==> src/rtl/nanotrade_pkg.sv <==
// Shared types and constants for the alert path: alert type codes, the
// arbiter state encoding, field widths and the default priority table.
package nanotrade_pkg;

  // Geometry of the detector bank and of the alert channel fields.
  localparam int N_SRC_DEF = 8;
  localparam int TYPE_W    = 3;
  localparam int PRIO_W    = 3;

  // Hold and cooldown counters cover the 1..63 cycle range.
  localparam int TMR_W     = 6;

  // Alert type codes; the code doubles as the detector request index.
  typedef enum logic [TYPE_W-1:0] {
    PRICE_SPIKE    = 3'd0,
    PRICE_DROP     = 3'd1,
    VOL_SURGE      = 3'd2,
    SPREAD_WIDEN   = 3'd3,
    BOOK_IMBALANCE = 3'd4,
    MOMENTUM_BREAK = 3'd5,
    LIQ_CASCADE    = 3'd6,
    FLASH_CRASH    = 3'd7
  } alert_type_e;

  // Arbiter FSM: either nothing is shown or one source owns the channel.
  typedef enum logic {
    IDLE   = 1'b0,
    ACTIVE = 1'b1
  } arb_state_e;

  // Default priority table, source 7 in the top slice down to source 0.
  // FLASH_CRASH is the most urgent, VOL_SURGE sits just below the cascade.
  localparam logic [PRIO_W*N_SRC_DEF-1:0] DEFAULT_PRIO_TBL = {
    3'd7,  // FLASH_CRASH
    3'd6,  // LIQ_CASCADE
    3'd1,  // MOMENTUM_BREAK
    3'd3,  // BOOK_IMBALANCE
    3'd2,  // SPREAD_WIDEN
    3'd5,  // VOL_SURGE
    3'd3,  // PRICE_DROP
    3'd4   // PRICE_SPIKE
  };

endpackage : nanotrade_pkg

==> src/rtl/prio_select.sv <==
// Combinational max-priority picker over N_SRC eligible sources.
// Ties resolve toward the higher index; one index can be masked out so the
// arbiter can look for "anyone other than the current owner".
module prio_select
  import nanotrade_pkg::*;
#(
  parameter int N_SRC = 8
) (
  input  logic [N_SRC-1:0]        i_elig,
  input  logic [PRIO_W*N_SRC-1:0] i_prio_tbl,
  input  logic                    i_excl_en,
  input  logic [TYPE_W-1:0]       i_excl_idx,
  output logic                    o_valid,
  output logic [TYPE_W-1:0]       o_idx,
  output logic [PRIO_W-1:0]       o_prio
);

  // Linear scan from index 0 upward; using >= lets a later (higher) index
  // take over on equal priority.
  always_comb begin
    // NOTE: combinational blocks use blocking '=' with a default for every
    // output first, so the scan reads its own running result and no latch
    // can be inferred on paths that skip an assignment.
    o_valid = 1'b0;
    o_idx   = '0;
    o_prio  = '0;
    for (int i = 0; i < N_SRC; i++) begin
      if (i_elig[i] && !(i_excl_en && (i_excl_idx == TYPE_W'(i)))) begin
        if (!o_valid || (i_prio_tbl[PRIO_W*i +: PRIO_W] >= o_prio)) begin
          o_valid = 1'b1;
          o_idx   = TYPE_W'(i);
          o_prio  = i_prio_tbl[PRIO_W*i +: PRIO_W];
        end
      end
    end
  end

endmodule : prio_select

==> src/rtl/alert_arbiter.sv <==
// Alert channel arbiter: grants the single alert output to the most urgent
// eligible detector, keeps it up for a minimum hold time, lets strictly
// more urgent sources preempt, and masks each source for a cooldown period
// after its alert ends so a persistent condition cannot chatter.
module alert_arbiter
  import nanotrade_pkg::*;
#(
  parameter int N_SRC        = 8,
  parameter int HOLD_CYC     = 16,
  parameter int COOLDOWN_CYC = 32,
  parameter int CNT_W        = 8
) (
  input  logic                    clk,
  input  logic                    rst,
  input  logic                    ena,
  input  logic [N_SRC-1:0]        req,
  input  logic [PRIO_W*N_SRC-1:0] prio_tbl,
  input  logic                    clr,
  output logic                    alert_flag,
  output logic [TYPE_W-1:0]       alert_type,
  output logic [PRIO_W-1:0]       alert_priority,
  output logic                    grant_pulse,
  output logic [CNT_W-1:0]        alert_count
);

  // Hold counts down from HOLD_CYC-1 so the alert is up for exactly
  // HOLD_CYC enabled cycles; cooldown counts down to zero from its load.
  localparam logic [TMR_W-1:0] HOLD_LOAD = TMR_W'(HOLD_CYC - 1);
  localparam logic [TMR_W-1:0] COOL_LOAD = TMR_W'(COOLDOWN_CYC);

  arb_state_e                   r_state;
  logic [TMR_W-1:0]             r_hold;
  logic [N_SRC-1:0][TMR_W-1:0]  r_cool;
  logic [TYPE_W-1:0]            r_cur_type;
  logic [PRIO_W-1:0]            r_cur_prio;
  logic                         r_alert_flag;
  logic                         r_grant_pulse;
  logic [CNT_W-1:0]             r_count;

  logic [N_SRC-1:0]             w_elig;
  logic                         w_sel_valid;
  logic [TYPE_W-1:0]            w_sel_idx;
  logic [PRIO_W-1:0]            w_sel_prio;
  logic                         w_grant;
  logic                         w_release;
  logic                         w_cool_load;

  // A source may compete only while requesting and not cooling down.
  always_comb begin
    w_elig = '0;
    for (int i = 0; i < N_SRC; i++) begin
      w_elig[i] = req[i] && (r_cool[i] == '0);
    end
  end

  // While ACTIVE the current owner is masked out: it can never beat its own
  // priority, and at hold expiry the back-to-back grant must go elsewhere.
  prio_select #(
    .N_SRC (N_SRC)
  ) u_prio_select (
    .i_elig     (w_elig),
    .i_prio_tbl (prio_tbl),
    .i_excl_en  (r_state == ACTIVE),
    .i_excl_idx (r_cur_type),
    .o_valid    (w_sel_valid),
    .o_idx      (w_sel_idx),
    .o_prio     (w_sel_prio)
  );

  // Per-cycle decision: clr first, then preemption, then hold expiry.
  always_comb begin
    w_grant     = 1'b0;
    w_release   = 1'b0;
    w_cool_load = 1'b0;
    unique case (r_state)
      IDLE: begin
        w_grant = w_sel_valid;
      end
      ACTIVE: begin
        if (clr) begin
          w_cool_load = 1'b1;
          w_release   = 1'b1;
        end else if (w_sel_valid && (w_sel_prio > r_cur_prio)) begin
          // Preempted owner keeps cool=0 and may be granted again later.
          w_grant = 1'b1;
        end else if (r_hold == '0) begin
          w_cool_load = 1'b1;
          w_grant     = w_sel_valid;
          w_release   = !w_sel_valid;
        end
      end
      default: ;
    endcase
  end

  // FSM, hold/cooldown timers, grant counter and registered outputs.
  always_ff @(posedge clk) begin
    // NOTE: every register here is written with non-blocking '<=' so all
    // state updates see pre-edge values; later writes in the block override
    // earlier ones, which is how a cooldown load beats its decrement.
    if (rst) begin
      r_state       <= IDLE;
      r_hold        <= '0;
      // NOTE: the cooldown counters are a handful of flops, not a RAM, so a
      // full reset is cheap and guarantees every source starts eligible.
      r_cool        <= '0;
      r_cur_type    <= '0;
      r_cur_prio    <= '0;
      r_alert_flag  <= 1'b0;
      r_grant_pulse <= 1'b0;
      r_count       <= '0;
    end else if (ena) begin
      r_grant_pulse <= w_grant;

      for (int i = 0; i < N_SRC; i++) begin
        if (r_cool[i] != '0) begin
          r_cool[i] <= r_cool[i] - 1'b1;
        end
      end
      if (w_cool_load) begin
        r_cool[r_cur_type] <= COOL_LOAD;
      end

      if (w_grant) begin
        r_state      <= ACTIVE;
        r_cur_type   <= w_sel_idx;
        r_cur_prio   <= w_sel_prio;
        r_hold       <= HOLD_LOAD;
        r_alert_flag <= 1'b1;
        if (r_count != '1) begin
          r_count <= r_count + 1'b1;
        end
      end else if (w_release) begin
        r_state      <= IDLE;
        r_hold       <= '0;
        r_alert_flag <= 1'b0;
      end else if (r_state == ACTIVE) begin
        r_hold <= r_hold - 1'b1;
      end
    end else begin
      // Frozen: everything holds except the grant strobe, which must not
      // repeat across a stall.
      r_grant_pulse <= 1'b0;
    end
  end

  assign alert_flag     = r_alert_flag;
  assign alert_type     = r_cur_type;
  assign alert_priority = r_cur_prio;
  assign grant_pulse    = r_grant_pulse;
  assign alert_count    = r_count;

endmodule : alert_arbiter

==> config.mk <==
export PLATFORM = sky130hd
export DESIGN_NAME = alert_arbiter
export DESIGN_NICKNAME = d
export VERILOG_FILES = /design/src/rtl/nanotrade_pkg.sv /design/src/rtl/prio_select.sv /design/src/rtl/alert_arbiter.sv
export SDC_FILE = /design/constraint.sdc
export NUM_CORES = 1
export LEC_CHECK = 0
export ABC_AREA = 1
export CORE_MARGIN = 2
export CORE_UTILIZATION = 50
export DETAILED_ROUTE_END_ITERATION = 12
export GPL_ROUTABILITY_DRIVEN = 0
export PLACE_DENSITY = 0.82
export SKIP_CTS_REPAIR_TIMING = 1
export SYNTH_ARGS = -nofsm -noshare
export SYNTH_HDL_FRONTEND = slang
export SYNTH_HIERARCHICAL = 1
export SYNTH_SLANG_ARGS = --single-unit
==> constraint.sdc <==
create_clock -name clk -period 25.3 [get_ports clk]
set_clock_uncertainty 0.15 [all_clocks]
set_input_delay 6.325 -clock clk [delete_from_list [all_inputs] [get_ports clk]]
set_output_delay 6.325 -clock clk [all_outputs]
set_load 0.01 [all_outputs]
==> impl_metrics.py, run 1 <==
metrics = {
    "status": {
        "outcome": "finished, final reports clean",
    },
    "synthesis": {
        "yosysWarnings": 6,
        "syn_avg_cell_area_um2": 6.39,
        "yosysUniqueCellTypes": 40,
        "syn_area_um2": 5470,
        "synthTopCellsByArea": "dfxtp_1 (26%), nand2_1 (15%), ha_1 (9.6%)",
        "synth_top_area_share_pct": 25.6,
        "yosysSeqAreaShare_pct": 25.6,
        "syn_nets": 934,
        "synth_cells": 856,
        "synth_seq_cells": 70,
        "yosys.area.top_type": "dfxtp_1",
    },
    "finish": {
        "n_fill_cell": 1024,
        "antenna_cells": 0,
        "areaGrowthSynthToFinish_pct": 14.5,
        "final_common_cell": "nand2_1",
        "layout_common_cells": "nand2_1 (217), inv_1 (118), nor2_1 (98), nand3_1 (73), dfxtp_1 (70)",
        "drive_gt1_share_pct": 6.52,
        "nets": 978,
        "finalInstanceArea_um2": 6260,
    },
    "worst_setup_path": {
        "cp_slowest_cell": "clkdlybuf4s50_1",
        "worstPathArrival_ps": 16080,
        "path_common_cell": "nand2_1",
        "crit_required_ps": 25410,
        "rr_worst_depth": 76,
        "crit_type": "input port to flop",
        "worstPathMaxFanout": 14,
        "regToRegSetupSlack_ps": 14940,
        "endpoint": "r_cool[7]$_SDFFE_PP0P_",
        "endpoint_kind": "flop",
        "r2r-start": "r_cool[0]$_SDFFE_PP0P_",
        "rr_endpoint": "r_cool[7]$_SDFFE_PP0P_",
        "startpoint": "req[0]",
        "start_kind": "input port",
        "slowest_delay_ps": 460,
    },
    "floorplan": {
        "fp.dieH_um": 109,
        "initial_core_util_pct": 50.9,
        "die_x_um": 109,
        "core_area_um2": 10700,
        "rows": 38,
        "dieArea_um2": 11800,
        "boundaryPins": 52,
    },
    "global_routing": {
        "grt_pass1_wl_um": 20600,
        "antenna_found_initial": 0,
        "grt_use_total_pct": 21.4,
        "gr-total-overflow": 0,
        "grt_pass1_vias": 4770,
        "grt_max_degree": 53,
    },
    "timing": {
        "tns_ps": 0,
        "finalSetupViolations": 0,
        "period_share_pct": 63.1,
        "finalHoldViolCount": 0,
        "drv_slew": 0,
        "period_minus_slack_ps": 15970,
        "worstMarginPinSlew_ps": 697,
        "fin_ws_ps": 9330,
        "slew-limit-headroom_pct": 53.5,
        "fmax_mhz": 62.6,
        "rsz0062_at_grt": "false",
    },
    "pwr": {
        "power_density_nw_per_um2": 154,
        "switching_share_pct": 51.9,
        "seq_power_share_pct": 19.6,
        "p_total_w": 0.000964,
        "power_frac_clock_pct": 9.7,
        "internal_power_w": 0.000464,
        "p_comb_share_pct": 70.7,
        "ir_drop_mv": 0.0783,
        "power.switching_w": 0.000500,
        "leakage_nw": 3.04,
    },
    "clock_tree": {
        "clock_latency_ps": 360,
        "cts-root-buf": "clkbuf_8",
        "numCtsBuffers": 9,
        "cts_tree": "yes",
        "clk_path_buf_depth": 2,
        "clk_pin_slew_ps": 70,
        "h-tree-depth": 3,
        "clkSinkCount": 70,
    },
    "route": {
        "drc": 0,
        "via_per_inst": 5.04,
        "vias": 5268,
        "drtIter0Drc": 448,
        "wl_per_cell_um": 11.5,
        "ant_nets": 0,
        "wl_um": 12000,
        "drt-pass1-iter-count": 5,
    },
    "place": {
        "portBuffers": 51,
        "hpwl_um": 8730,
        "dpl_cell_area_um2": 6050,
        "place_ws_ps": 9070,
    },
    "job": {
        "cap_viol_max_count": 0,
    },
    "min_path": {
        "min_path_type": "flop to flop",
    },
}
==> area by class of cell <==
type                       instances  area (µm²)  share of cell area [%]
clock buffer                      10         138                    2.20
clock inverter                     6        70.1                    1.12
inverter                         127         477                    7.61
multi-input combinational        637        3460                    55.3
sequential                        70        1400                    22.4
tap                              140         175                    2.80
timing repair buffer              55         536                    8.55
==> worst min path at each step <==
stage | start | to | cells past startpoint
2_1_floorplan | r_cool[28]$_SDFFE_PP0P_ | r_cool[28]$_SDFFE_PP0P_ | 2
3_3_place_gp | alert_priority[1]$_SDFFE_PP0P_ | alert_priority[1]$_SDFFE_PP0P_ | 2
3_5_place_dp | alert_priority[0]$_SDFFE_PP0P_ | alert_priority[0]$_SDFFE_PP0P_ | 2
4_1_cts | alert_priority[0]$_SDFFE_PP0P_ | alert_priority[0]$_SDFFE_PP0P_ | 2
5_1_grt | alert_priority[2]$_SDFFE_PP0P_ | alert_priority[2]$_SDFFE_PP0P_ | 2
6_report | alert_priority[1]$_SDFFE_PP0P_ | alert_priority[1]$_SDFFE_PP0P_ | 2
==> power by group through the flow <==
stage / combinational (W) / sequential [W] / clock [W]
2_1_floorplan: 0.000557 / 0.000185 / 0
3_3_place_gp: 0.000665 / 0.000190 / 0
3_5_place_dp: 0.000678 / 0.000191 / 0
4_1_cts: 0.000683 / 0.000188 / 0.0000964
5_1_grt: 0.000792 / 0.000195 / 0.000102
6_report: 0.000681 / 0.000189 / 0.0000940
==> registers in the layout, indices dropped and copies added, names as in the netlist <==
signal          cells
alert_type          3
grant_pulse         1
alert_count         8
r_hold              6
r_cool             48
alert_flag          1
alert_priority      3
==> synthesized netlist by cell type (all sizes together) <==
cell type,n
nor2,109
or2,4
xnor2,4
clkbuf,8
ha,42
o31ai,1
nand2,225
nand3,76
xor2,28
and3,2
a21oi,55
inv,125
nor3b,3
nor3,9
a31oi,1
clkinv,2
a21boi,1
buf,14
o21ai,33
o2111ai,1
nand4,34
dfxtp,70
o211ai,1
and2,8
==> worst max-delay path: cells and delay by family <==
family	cells	cell delay, ps
AO/OA/AOI/OAI	15	2120
adder cells (fa/ha/maj)	8	2130
buffers and inverters	10	1210
AND/OR/NAND/NOR	42	4250
==> through the flow <==
step | hold WS (ps) | instances | utilization [%]
finish | 337 | 1045 | 58.3
global placement | 322 | 1029 | 56.3
global route | 359 | 1045 | 58.3
CTS | 342 | 1045 | 58.3
detailed placement | 327 | 1029 | 56.3
floorplan | 319 | 856 | -
==> layer usage <==
| metal | wire length (µm) | global-route usage, % | vias up |
|---|---|---|---|
| met2 | 5470 | 35.7 | 104 |
| met1 | 5760 | 28.4 | 2319 |
| li1 | - | - | 2829 |
| met5 | 0 | 0 | - |
| met4 | 199 | 7.88 | 0 |
| met3 | 537 | 2.65 | 16 |
==> cell families (layout without fill, tap and decap cells) <==
family                     Yosys count  after routing  share of synthesized area (%)
buffers and inverters              149            198                           11.0
AOI/OAI and AO/OA                   93             93                           9.18
adders and majority gates           42             42                           9.61
DFF                                 70             70                           25.6
and+or+nand+nor                    470            470                           39.5
xor gates and xnor gates            32             32                           5.13
Note: power is estimated with default switching activity, not from simulation.
==> inputs of run 2 (changes only) <==
PLACE_DENSITY = 0.85   (was 0.82)
clock period = 13.05 ns   (was 25.3 ns; I/O delays follow)
==> run 2 against run 1 <==
Compared with the run above: die area unchanged; critical path type unchanged; highest routed layer unchanged; final cell count increased by 0.38%; combinational power increased by 110%; clock-buffer cell count decreased by 1; wire length increased by 5.2%; first-iteration DRC count decreased by 27%; via count increased by 2.7%; worst setup slack got worse by 8700 ps; largest cell class unchanged; sequential cell count unchanged; register-to-register slack got worse by 12000 ps; sequential power increased by 95%.
==> impl_metrics.py, run 2 (synthesis gave the netlist of run 1 again) <==
metrics = {
    "status": {
        "outcome": "finished, final reports clean",
    },
    "worst_setup_path": {
        "cp_slowest_cell": "clkdlybuf4s50_1",
        "slowest_delay_ps": 450,
        "worstPathArrival_ps": 12430,
        "start_kind": "input port",
        "endpoint_kind": "flop",
        "crit_required_ps": 13110,
        "worstPathMaxFanout": 8,
        "path_common_cell": "nand2_1",
        "crit_type": "input port to flop",
    },
    "pwr": {
        "leakage_nw": 3.07,
        "p_comb_share_pct": 72.2,
        "power_density_nw_per_um2": 308,
        "p_total_w": 0.00196,
        "internal_power_w": 0.000936,
        "power.switching_w": 0.00102,
        "ir_drop_mv": 0.187,
        "seq_power_share_pct": 18.8,
        "power_frac_clock_pct": 9.1,
        "switching_share_pct": 52.2,
    },
    "timing": {
        "finalSetupViolations": 0,
        "fin_ws_ps": 680,
        "period_minus_slack_ps": 12370,
        "worstMarginPinSlew_ps": 1030,
        "slew-limit-headroom_pct": 31.2,
        "period_share_pct": 94.8,
        "finalHoldViolCount": 0,
        "fmax_mhz": 80.8,
        "drv_slew": 0,
        "tns_ps": 0,
    },
    "min_path": {
        "min_path_type": "flop to flop",
    },
    "finish": {
        "utilization_pct": 59.2,
        "nets": 982,
        "drive_gt1_share_pct": 8.47,
        "layout_common_cells": "nand2_1 (213), inv_1 (116), nor2_1 (95), nand3_1 (72), dfxtp_1 (70)",
        "top_register": "r_cool",
        "largest_reg_flops": 48,
        "finalInstanceArea_um2": 6360,
        "final_common_cell": "nand2_1",
        "antenna_cells": 0,
        "areaGrowthSynthToFinish_pct": 16.3,
    },
    "floorplan": {
        "dieArea_um2": 11800,
        "initial_core_util_pct": 50.9,
        "boundaryPins": 52,
        "die_x_um": 109,
        "rows": 38,
        "core_area_um2": 10700,
        "fp.dieH_um": 109,
    },
    "place": {
        "place_ws_ps": 85.7,
        "hpwl_um": 8910,
        "dpl_cell_area_um2": 6050,
        "portBuffers": 51,
    },
    "global_routing": {
        "gr-total-overflow": 0,
        "grt_pass1_vias": 4877,
        "grt_pass1_wl_um": 20800,
        "grt_max_degree": 53,
        "grt_use_total_pct": 21.5,
        "antenna_found_initial": 0,
    },
    "clock_tree": {
        "numCtsBuffers": 9,
        "clk_pin_slew_ps": 80,
        "clk_path_buf_depth": 2,
        "cts-root-buf": "clkbuf_8",
        "clock_latency_ps": 360,
        "cts_tree": "yes",
        "clkSinkCount": 70,
        "h-tree-depth": 3,
    },
    "route": {
        "drt-pass1-iter-count": 5,
        "wl_per_cell_um": 12.0,
        "drc": 0,
        "drtIter0Drc": 326,
        "vias": 5408,
        "via_per_inst": 5.16,
        "wl_um": 12600,
        "ant_nets": 0,
    },
    "job": {
        "cap_viol_max_count": 0,
    },
}
[run 2: path summary, 6_finish.rpt]
| kind | cells after the start | end | start | slack [ps] |
|---|---|---|---|---|
| hold / removal | 2 | alert_priority[0]$_SDFFE_PP0P_ | alert_priority[0]$_SDFFE_PP0P_ | 340 |
| setup / recovery | 72 | r_cool[30]$_SDFFE_PP0P_ | req[0] | 680 |
| setup reg to reg | 71 | r_cool[30]$_SDFFE_PP0P_ | alert_type[0]$_SDFFE_PP0P_ | 3210 |
| hold reg to reg | 2 | alert_priority[0]$_SDFFE_PP0P_ | alert_priority[0]$_SDFFE_PP0P_ | 340 |
[run 2: layer usage]
layer	global-route usage, %	routed length, µm
met4	7.23	182
met3	2.59	585
met5	0	0
met2	36.8	5790
met1	27.9	6030
[run 2: cell type report]
type	count	area, µm²
Multi-Input combinational cell	637	3540
Inverter	127	479
Clock buffer	9	124
Clock inverter	7	72.6
Sequential cell	70	1400
Tap cell	140	175
Timing Repair Buffer	59	569
Fill cell	1028	4390
[run 2: critical path: cells and delay by family]
family	cells	cell delay (ps)
and+or+nand+nor	43	4370
adders and majority gates	8	2180
AOI/OAI and AO/OA	13	1770
buffers and inverters	8	830
[run 2: stage by stage]
step | hold WS (ps) | instances
2_1_floorplan | 319 | 856
3_3_place_gp | 318 | 1029
3_5_place_dp | 331 | 1029
4_1_cts | 341 | 1045
5_1_grt | 366 | 1049
6_report | 340 | 1049
[run 2: power by group through the flow]
stage	Sequential, W	Clock, W	Combinational [W]
6_report	0.000368	0.000177	0.00141
3_5_place_dp	0.000370	0	0.00132
2_1_floorplan	0.000359	0	0.00108
5_1_grt	0.000379	0.000189	0.00161
4_1_cts	0.000367	0.000179	0.00133
3_3_place_gp	0.000368	0	0.00129
